==> src/rtl/seq_detect_pkg.sv <==
// seq_detect_pkg: shared types, defaults and helpers for seq_detect_prog.
//   seq_state_t   : detector FSM states (UNCFG, FILL, ARMED, HIT).
//   SEQ_DEF_*     : default parameter values for the detector.
//   seq_clamp_len : folds a loaded pattern length into the range 1..max_len.
package seq_detect_pkg;

    localparam int SEQ_DEF_MAX_LEN = 8;
    localparam int SEQ_DEF_CNT_W   = 8;

    typedef enum logic [1:0] {
        UNCFG = 2'd0,
        FILL  = 2'd1,
        ARMED = 2'd2,
        HIT   = 2'd3
    } seq_state_t;

    // A zero-length pattern would never match anything, so it is treated
    // as a single symbol. Over-long patterns are cut to the history depth.
    function automatic int seq_clamp_len(input int len_in, input int max_len);
        if (len_in <= 0) begin
            return 1;
        end
        if (len_in > max_len) begin
            return max_len;
        end
        return len_in;
    endfunction

endpackage

==> src/rtl/seq_match_cmp.sv <==
// seq_match_cmp: combinational masked compare of the shifted history
// against the loaded pattern. Only the low `len` bits take part; bits at
// positions >= len are ignored.
//   hist_n : next history value (newest symbol in bit 0)
//   pat    : loaded pattern (last expected symbol in bit 0)
//   len    : active pattern length (1..MAX_LEN)
//   eq     : 1 when hist_n[len-1:0] == pat[len-1:0]
module seq_match_cmp #(
    parameter int MAX_LEN = 8,
    parameter int LEN_W   = $clog2(MAX_LEN) + 1
) (
    input  logic [MAX_LEN-1:0] hist_n,
    input  logic [MAX_LEN-1:0] pat,
    input  logic [LEN_W-1:0]   len,
    output logic               eq
);

    logic [MAX_LEN-1:0] bit_ok;

    for (genvar gi = 0; gi < MAX_LEN; gi++) begin : g_bit
        localparam logic [LEN_W-1:0] IDX = LEN_W'(gi);
        assign bit_ok[gi] = (IDX >= len) || (hist_n[gi] == pat[gi]);
    end

    assign eq = &bit_ok;

endmodule

==> src/rtl/seq_detect_prog.sv <==
// seq_detect_prog: programmable-pattern Moore sequence detector.
// A pattern of 1..MAX_LEN bits is loaded at run time; qualified serial
// symbols are shifted into a history register and compared against it.
// Ports:
//   clk, reset            : clock, asynchronous active-high reset
//   din_valid, din        : serial symbol and its qualifier
//   cfg_load              : strobe capturing cfg_pattern/cfg_len/cfg_overlap
//   cfg_pattern, cfg_len  : pattern (first symbol at bit len-1) and length
//   cfg_overlap           : 1 = overlapping matches allowed
//   z                     : match indication, high in the HIT state
//   armed                 : history holds at least len fresh symbols
//   match_count, count_sat: saturating match counter (only when the macro
//                           SEQ_DETECT_PROG_COUNT_EN is defined)
module seq_detect_prog
    import seq_detect_pkg::*;
#(
    parameter  int MAX_LEN = SEQ_DEF_MAX_LEN,
    parameter  int CNT_W   = SEQ_DEF_CNT_W,
    localparam int LEN_W   = $clog2(MAX_LEN) + 1
) (
    input  logic               clk,
    input  logic               reset,
    input  logic               din_valid,
    input  logic               din,
    input  logic               cfg_load,
    input  logic [MAX_LEN-1:0] cfg_pattern,
    input  logic [LEN_W-1:0]   cfg_len,
    input  logic               cfg_overlap,
    output logic               z,
`ifdef SEQ_DETECT_PROG_COUNT_EN
    output logic               armed,
    output logic [CNT_W-1:0]   match_count,
    output logic               count_sat
`else
    output logic               armed
`endif
);

    seq_state_t         state_q, state_d;
    logic [MAX_LEN-1:0] pat_q, pat_d;
    logic [LEN_W-1:0]   len_q, len_d;
    logic               ovl_q, ovl_d;
    logic [MAX_LEN-1:0] hist_q, hist_d;
    logic [LEN_W-1:0]   fill_q, fill_d;
`ifdef SEQ_DETECT_PROG_COUNT_EN
    logic [CNT_W-1:0]   cnt_q, cnt_d;
`endif

    logic [MAX_LEN-1:0] hist_n;
    logic [LEN_W-1:0]   fill_n;
    logic               cmp_eq;
    logic               match;

    assign hist_n = {hist_q[MAX_LEN-2:0], din};
    // fill never exceeds len, so saturating at len is an equality test.
    assign fill_n = (fill_q == len_q) ? len_q : fill_q + LEN_W'(1);

    seq_match_cmp #(
        .MAX_LEN (MAX_LEN),
        .LEN_W   (LEN_W)
    ) u_cmp (
        .hist_n (hist_n),
        .pat    (pat_q),
        .len    (len_q),
        .eq     (cmp_eq)
    );

    assign match = (fill_n == len_q) && cmp_eq;

    always_ff @(posedge clk or posedge reset) begin
        if (reset) begin
            state_q <= UNCFG;
            pat_q   <= '0;
            len_q   <= '0;
            ovl_q   <= 1'b0;
            hist_q  <= '0;
            fill_q  <= '0;
`ifdef SEQ_DETECT_PROG_COUNT_EN
            cnt_q   <= '0;
`endif
        end else begin
            state_q <= state_d;
            pat_q   <= pat_d;
            len_q   <= len_d;
            ovl_q   <= ovl_d;
            hist_q  <= hist_d;
            fill_q  <= fill_d;
`ifdef SEQ_DETECT_PROG_COUNT_EN
            cnt_q   <= cnt_d;
`endif
        end
    end

    always_comb begin
        state_d = state_q;
        pat_d   = pat_q;
        len_d   = len_q;
        ovl_d   = ovl_q;
        hist_d  = hist_q;
        fill_d  = fill_q;
`ifdef SEQ_DETECT_PROG_COUNT_EN
        cnt_d   = cnt_q;
`endif

        if (cfg_load) begin
            // Loading wins over any symbol presented in the same cycle.
            pat_d   = cfg_pattern;
            len_d   = LEN_W'(seq_clamp_len(int'(cfg_len), MAX_LEN));
            ovl_d   = cfg_overlap;
            hist_d  = '0;
            fill_d  = '0;
            state_d = FILL;
`ifdef SEQ_DETECT_PROG_COUNT_EN
            cnt_d   = '0;
`endif
        end else if (state_q != UNCFG && din_valid) begin
            hist_d = hist_n;
            if (match) begin
                state_d = HIT;
                // Non-overlap mode demands len fresh symbols for the next hit.
                fill_d  = ovl_q ? fill_n : '0;
`ifdef SEQ_DETECT_PROG_COUNT_EN
                if (!(&cnt_q)) begin
                    cnt_d = cnt_q + CNT_W'(1);
                end
`endif
            end else begin
                fill_d  = fill_n;
                state_d = (fill_n == len_q) ? ARMED : FILL;
            end
        end else begin
            case (state_q)
                HIT:     state_d = (fill_q == len_q) ? ARMED : FILL;
                default: state_d = state_q;
            endcase
        end
    end

    assign z     = (state_q == HIT);
    assign armed = (state_q == ARMED) || (state_q == HIT);

`ifdef SEQ_DETECT_PROG_COUNT_EN
    assign match_count = cnt_q;
    assign count_sat   = &cnt_q;
`endif

endmodule
==> config.mk <==
export PLATFORM = sky130hd
export DESIGN_NAME = seq_detect_prog
export DESIGN_NICKNAME = d
export VERILOG_FILES = /design/src/rtl/seq_detect_pkg.sv /design/src/rtl/seq_match_cmp.sv /design/src/rtl/seq_detect_prog.sv
export SDC_FILE = /design/constraint.sdc
export NUM_CORES = 1
export LEC_CHECK = 0
export CORE_ASPECT_RATIO = 1.1
export CORE_MARGIN = 1.5
export CORE_UTILIZATION = 32
export DETAILED_ROUTE_END_ITERATION = 7
export HOLD_SLACK_MARGIN = 0.06
export SLEW_MARGIN = 25
export SYNTH_ARGS = -nofsm -noshare
export SYNTH_HDL_FRONTEND = slang
export SYNTH_HIERARCHICAL = 1
export SYNTH_SLANG_ARGS = --single-unit
export TNS_END_PERCENT = 20
==> constraint.sdc <==
create_clock -name clk -period 4.6 [get_ports clk]
set_input_delay 1.38 -clock clk [delete_from_list [all_inputs] [get_ports clk]]
set_output_delay 1.38 -clock clk [all_outputs]
set_load 0.02 [all_outputs]
### Yosys cells after proc, flatten, opt, wreduce, memory -nomap -nowiden

Cells that the tools add are included.

* order comparisons: 10
* mux-type cells: 22
* equality and inequality tests: 12
* add/sub/neg operators: 1
* reduce and logical (&&, ||, !) cells: 15

Operators with widths (number)
* 4-bit 2-to-1 mux: 8
* 3-bit by 4-bit >= comparator with 1-bit output (first input constant): 4
* 7-bit 2-to-1 mux: 2
* 2-bit 2-to-1 mux: 6
* 1-bit logical OR: 9
* 1-bit equality test: 8
* 4-bit equality test: 2
* 1-bit by 4-bit >= comparator with 1-bit output (first input constant): 2
* 2-bit by 4-bit >= comparator with 1-bit output (first input constant): 2
* 8-bit AND reduction: 1
* 1-bit 2-to-1 mux: 6
* 4-bit by 1-bit adder with 4-bit output (second input constant): 1
* 2-bit equality test (second input constant): 2
* 4-bit greater-than comparator (second input constant): 1
* 4-bit by 1-bit <= comparator with 1-bit output (second input constant): 1
* 2-bit nonzero test: 2
* 3-bit nonzero test: 1
* 1-bit logical AND: 2

* output and inout bits: 2
* register bits: 26
* logic and storage cells: 66
* input bits: 18

### Depth between registers and ports, before layout

Gate-level depths: netlist (run 1).

* depth after elaboration: 7
* mapped depth: 8
* mapped depth without buffers: 8

### By module

Netlist (run 1), hierarchy kept.

Modules (own cells, without submodules)
* seq_detect_prog: times used 1, cells each 104, area each 1244.9 sq um, sequential area each 650.6 sq um
* seq_match_cmp: times used 1, cells each 24, area each 168.9 sq um, sequential area each 0.0 sq um

### Worst setup path after synthesis (run 1)

Ideal clock, no wire load.

* kind: in2reg
* start: input din
* end: register fill_q[0]
* arrival: 2485 ps
* buffers on the path: 0
* slack: 1978 ps
* stages on the path: 6
* required time: 4463 ps
* setup time: 137 ps
* cell sequence: xor2_1 -> a221o_1 -> nor3_2 -> nand2b_1 -> nor3_1 -> o31ai_1

* longest elaborated chain between the ends: 7

Ends and longest elaborated chain
* start, declared: RTL line seq_detect_prog.sv:24 `input logic din,`
* 1-bit equality test: RTL line seq_match_cmp.sv:22 `assign bit_ok[gi] = (IDX >= len) || (hist_n[gi] == pat[gi]);`
* 1-bit logical OR: RTL line seq_match_cmp.sv:22
* 8-bit AND reduction: RTL line seq_match_cmp.sv:25 `assign eq = &bit_ok;`
* named net cmp_eq: RTL line seq_detect_prog.sv:51 `logic cmp_eq;`
* 1-bit logical AND: RTL line seq_detect_prog.sv:68 `assign match = (fill_n == len_q) && cmp_eq;`
* 4-bit 2-to-1 mux: RTL line seq_detect_prog.sv:118 `if (match) begin`
* 4-bit 2-to-1 mux: RTL line seq_detect_prog.sv:116 `end else if (state_q != UNCFG && din_valid) begin`
* 4-bit 2-to-1 mux: RTL line seq_detect_prog.sv:105 `if (cfg_load) begin`
* end signal, assigned: RTL line seq_detect_prog.sv:87 `fill_q <= fill_d;`
* end, declared: RTL line seq_detect_prog.sv:44 `logic [LEN_W-1:0] fill_q, fill_d;`

The timed path passes the listed nets, and every way through them passes these cells. The select of a mux whose other input is x is not followed.
A chain may end at the register's enable or synchronous reset.

### Worst setup path in the final report (run 1)

* start: input cfg_load
* end: register fill_q[1]

* longest elaborated chain between the ends: 1
* elaborated cells on any way between the ends: 2
* those cells by class: mux: 1; reduce/logical: 1

Ends and longest elaborated chain
* start, declared: RTL line seq_detect_prog.sv:25 `input logic cfg_load,`
* 4-bit 2-to-1 mux or 2-bit nonzero test (tied branches)

Several ways; a longest one is shown, not always the timed one.

==> impl_metrics.tcl, run 1 <==
set metrics [dict create \
    outcome "completed" \
    path_cells "clkdlybuf4s50_1 > nor3b_2 > o21ai_2 > o31ai_1" \
    place_area_mm2 0.00163 \
    avgRoutedWirePerCell_um 13.5 \
    die_w_um 66.4 \
    synth_adder_area_share 0.00885 \
    grt_pass1_vias 1032 \
    clock_sinks 26 \
    p_leak_uw 0.000738 \
    grt_usage 0.127 \
    place_hpwl_um 2030 \
    rsz0062_at_grt "false" \
    post_cts_buffers 0 \
    antenna_found_initial 0 \
    syn_area_per_cell_um2 11.0 \
    yosys-mux-area-fraction 0.116 \
    grt_start_max_net_pins 27 \
    insertion_delay_ps 270 \
    wl_um 2690 \
    startpoint_type "input port" \
    routabilityCongestion 0.877 \
    io_pins 20 \
    ctsLongestPathBuffers 2 \
    fmax_mhz 321 \
    async_flop_share 1.00 \
    grt_overflow 0 \
    ys_types 37 \
    hold_path_class "reg -> reg" \
    syn-cell-area_mm2 0.00141 \
    crit_slowest_cell "clkdlybuf4s50_1" \
    reg2reg_to "fill_q[1]" \
    cp.required_ps 4770 \
    final_area_mm2 0.00171 \
    maxCapViolations 0 \
    critPathLaunch "cfg_load" \
    dr.pass1.iters 4 \
    maxSlewHeadroom 0.409 \
    highest_layer "met4" \
    die_h_um 72.7 \
    antenna-diode-count 0 \
    wl_met3_um 128 \
    yosysWarnings 6 \
    crit_type "in -> reg" \
    viasPerCell 4.99 \
    cts_tree "yes" \
    synth_top_family_by_area "compound AO/OA/AOI/OAI gates" \
    endpoint "fill_q[1]" \
    power_per_cell_area_mw_per_mm2 341 \
    syn_nets 147 \
    cts_resized 0 \
    critical_path_depth 4 \
    ys_ff_latch 26 \
    initial_core_util 0.330 \
    rows 25 \
    drt_iter0_drc 21 \
    cts_buffers 3 \
    coreArea_mm2 0.00429 \
    die-area_mm2 0.00483 \
    power_uw 582 \
    critPathBufInv 1 \
    postSynthCellCount 128 \
    cp_top_family "buffers and inverters" \
    ff2ff_path_depth 7 \
    fin_crit_ps 3110 \
    grt_pass1_wl_um 4680 \
    syn_to_final_growth_pct 20.6 \
    io_buffers 19 \
    path_clk_slew_ps 90 \
    cp_max_fo 19 \
    cp.arrival_ps 3290 \
    nets 166 \
    ir_drop_mv 0.150 \
    wl_met1_um 1230 \
    vias 998 \
    dp_cells 196 \
    maxSlewViolCount 0 \
    h-tree-depth 1 \
    cts_hold_buf 0 \
    synth_edf_count 0 \
    drc 0 \
    synth_compound_area_frac 0.146 \
    synth-xor-area-share 0.120 \
    cp-end-kind "flop" \
    fin_crit_sh 0.677 \
    synthSimpleGateAreaFrac 0.106 \
    root_buffer "clkbuf_8" \
    setup_violations 0 \
    ant_nets 0 \
    ff2ff_setup_slack_ps 2490 \
    finClkSkew_ps 3.92 \
    layout-drive-gt1-share 0.110 \
    synth_seq_area_share 0.460 \
    timing.hold.ws_ps 515 \
    slowest_delay_ps 820 \
    wl_met2_um 1290 \
    synthFlopType "dfrtp_1" \
    crit-reg2reg-launch "hist_q[4]" \
    stdcell_count 200 \
    hold_viol 0 \
    fin_setup_tns_ps 0 \
    tightest_slew_ps 881 \
]
layer usage:
layer	up-vias	GRT usage
li1	490	-
met1	471	0.162
met2	31	0.209
met3	6	0.0231
met4	0	0.0544
met5	-	0
report_power, final:
part | internal (µW) | switching, µW
logic | 63.8 | 60.0
clock network | 116 | 71.9
registers | 247 | 23.1
total | 427 | 155
cell type report:
cell class              instances  area, µm²
inverters                       6       22.5
clock buffers                   3       41.3
clock inverters                 1       30.0
well taps                      54       67.6
multi-input cells              91        703
repair buffers                 19        190
fillers                       403       2580
flip-flops and latches         26        651
flip-flops by register name (all words and copies together), names as in the netlist:
name     flops
fill_q       4
len_q        4
ovl_q        1
pat_q        8
state_q      2
hist_q       7
placed cells by master (no fill, tap or decap), types with 2 or more instances in the layout:
cell type,n
a21oi_1,3
o21ai_0,2
o22ai_1,2
nor3_1,2
xnor2_1,7
dfrtp_1,26
nand3_1,3
xor2_1,8
o31ai_1,4
nand2_1,11
mux2i_1,4
nand2b_1,2
clkdlybuf4s50_1,19
mux2_2,8
a22o_1,7
clkbuf_8,3
and2_1,2
mux2_1,3
a211oi_1,2
nor2_1,6
inv_1,5
stage by stage:
stage / setup WS [ps] / util
floorplan: 1980 / -
global placement: 1220 / 0.381
detailed placement: 1170 / 0.381
CTS: 1440 / 0.398
global route: 1260 / 0.398
finish: 1490 / 0.398
logic make-up after synthesis:
logic type,count (synthesis)
AO/OA/AOI/OAI,28
XOR/XNOR,17
adder cells (fa/ha/maj),1
buffers and inverters,11
flip-flops,26
multiplexers,15
AND/OR/NAND/NOR,30
worst min-delay path by stage:
stage                     startpoint        end  cells past startpoint
after floorplan                ovl_q      ovl_q                      1
final                          ovl_q      ovl_q                      1
after CTS                      ovl_q      ovl_q                      1
after global routing       hist_q[6]  hist_q[6]                      1
after detailed placement       ovl_q      ovl_q                      1
after global placement         ovl_q      ovl_q                      1
Yosys cell counts (2+ instances only):
cell type | number | area share
a211oi_1 | 2 | 0.011
a21oi_1 | 3 | 0.011
a22o_1 | 7 | 0.043
and2_1 | 2 | 0.0088
buf_6 | 2 | 0.016
clkbuf_1 | 2 | 0.0053
dfrtp_1 | 26 | 0.46
inv_1 | 6 | 0.016
mux2_1 | 3 | 0.024
mux2_2 | 8 | 0.064
mux2i_1 | 4 | 0.028
nand2_1 | 11 | 0.029
nand2b_1 | 2 | 0.0088
nand3_1 | 3 | 0.011
nor2_1 | 6 | 0.016
nor3_1 | 2 | 0.0071
o21ai_0 | 2 | 0.0071
o22ai_1 | 2 | 0.0088
o31ai_1 | 4 | 0.021
xnor2_1 | 7 | 0.043
xor2_1 | 8 | 0.050
Power figures use the tool's default switching activity.
==> run 2: changes to the inputs <==
==> constraint.sdc (replaced) <==
create_clock -name clk -period 2.9 [get_ports clk]
set_input_delay 0.87 -clock clk [delete_from_list [all_inputs] [get_ports clk]]
set_output_delay 0.87 -clock clk [all_outputs]
set_load 0.02 [all_outputs]
==> run 2 against run 1 <==
  * Via count rose by 3.1%
  * Critical endpoint is now fill_q[0]
  * Combinational power rose by 61%
  * Wire length rose by 2.9%
  * Clock-buffer cell count did not move
  * Highest routed layer unchanged
  * Sequential cell count did not move
  * Non-clock buffer count rose by 4
==> impl_metrics.tcl, run 2 (synthesized netlist as in run 1, its figures left out) <==
set metrics [dict create \
    crit_slowest_cell "clkdlybuf4s50_1" \
    power_uw 926 \
    cp-end-kind "flop" \
    p_leak_uw 0.000761 \
    grt_start_max_net_pins 27 \
    coreArea_mm2 0.00429 \
    power_per_cell_area_mw_per_mm2 534 \
    die_w_um 66.4 \
    final_common_cell "dfrtp_1" \
    layout-drive-gt1-share 0.133 \
    die-area_mm2 0.00483 \
    crit-reg2reg-launch "pat_q[5]" \
    ir_drop_mv 0.228 \
    path_cells "clkdlybuf4s50_1 > xor2_1 > a221o_1 > nor3_2 > nand2b_1 > nor3_1 > o31ai_1" \
    final_cell_mix "dfrtp_1, clkdlybuf4s50_1, nand2_1, xor2_1, mux2_2" \
    clock_sinks 26 \
    avgRoutedWirePerCell_um 13.6 \
    seq_area_um2 651 \
    finClkSkew_ps 2.03 \
    cts_hold_buf 0 \
    min_from "ovl_q" \
    fin_crit_sh 0.858 \
    antenna_found_initial 0 \
    wl_um 2770 \
    cts_buffers 3 \
    hold_path_class "reg -> reg" \
    fillCellCount 396 \
    root_buffer "clkbuf_8" \
    min_to "ovl_q" \
    initial_core_util 0.330 \
    cp_top_family "simple AND/OR/NAND/NOR gates" \
    grt_overflow 0 \
    fin_crit_ps 2490 \
    cts_resized 0 \
    setup_violations 0 \
    cp_max_fo 4 \
    cp.required_ps 3040 \
    ff2ff_setup_slack_ps 870 \
    outcome "completed" \
    h-tree-depth 1 \
    rsz0062_at_grt "false" \
    post_cts_buffers 0 \
    viasPerCell 5.04 \
    drt_iter0_drc 19 \
    grt_usage 0.132 \
    routabilityCongestion 0.787 \
    nets 170 \
    tightest_slew_ps 857 \
    ff2ff_path_depth 7 \
    ctsLongestPathBuffers 2 \
    vias 1029 \
    grt_pass1_wl_um 4920 \
    dr.pass1.iters 4 \
    maxSlewViolCount 0 \
    fmax_mhz 402 \
    reg2reg_to "fill_q[0]" \
    hold_viol 0 \
    regMostFlops "pat_q" \
    critPathBufInv 1 \
    cp.arrival_ps 2620 \
    maxCapViolations 0 \
    slowest_delay_ps 430 \
    rows 25 \
    multi_input_area_um2 703 \
    crit_type "in -> reg" \
    cts_tree "yes" \
    syn_to_final_growth_pct 22.7 \
    insertion_delay_ps 260 \
    min_path_cells 1 \
    fin_setup_tns_ps 0 \
    io_buffers 19 \
    io_pins 20 \
    ant_nets 0 \
    die_h_um 72.7 \
    maxSlewHeadroom 0.429 \
    largest_reg_flops 8 \
    post-route-util 0.405 \
    reg_top3 "pat_q: 8 flops, hist_q: 7 flops" \
    drc 0 \
    path_clk_slew_ps 90 \
    startpoint_type "input port" \
    antenna-diode-count 0 \
    grt_pass1_vias 1090 \
    place_hpwl_um 2190 \
]
run 2: cell types whose count changed in the layout (fill, tap and decap cells not counted), sizes merged:
cell / change
buf: +4
clkinv: -1
inv: +1
run 2: layout make-up:
| cell class | instances | area share |
|---|---|---|
| clock buffers | 3 | 0.0238 |
| repair buffers | 23 | 0.127 |
| flip-flops and latches | 26 | 0.375 |
| well taps | 54 | 0.0389 |
| clock inverters | 1 | 0.0173 |
| inverters | 6 | 0.0130 |
| multi-input cells | 91 | 0.405 |
run 2: layer usage:
layer  global-route usage  vias to the layer above  part of all wire
li1                     -                      501                 -
met1                0.165                      502              0.43
met2                0.233                       22              0.53
met3               0.0201                        4             0.028
met4               0.0385                        0             0.012
met5                    0                        -                 0
run 2: where the power goes:
part	total, µW	leakage (µW)	internal, µW	switching, µW
clock	297	0.0000357	184	112
combinational	200	0.000395	105	95.3
sequential	429	0.000331	391	37.2
total	926	0.000761	681	245
run 2: worst max-delay path by stage:
stage / from / cells after the start / slack (ps) / endpoint
global placement: din / 7 / 260 / fill_q[2]
CTS: din / 7 / 420 / fill_q[0]
floorplan: din / 6 / 790 / fill_q[0]
global route: din / 7 / 300 / fill_q[2]
detailed placement: din / 7 / 150 / fill_q[0]
finish: din / 7 / 410 / fill_q[0]
run 2: per-stage QoR:
step	cell area (µm²)	worst slack (ps)	cells	hold WS, ps
after floorplan	1410	788	128	471
after global placement	1660	258	200	502
after detailed placement	1660	154	200	503
after CTS	1740	424	204	526
after global routing	1740	304	204	538
final	1740	412	204	514
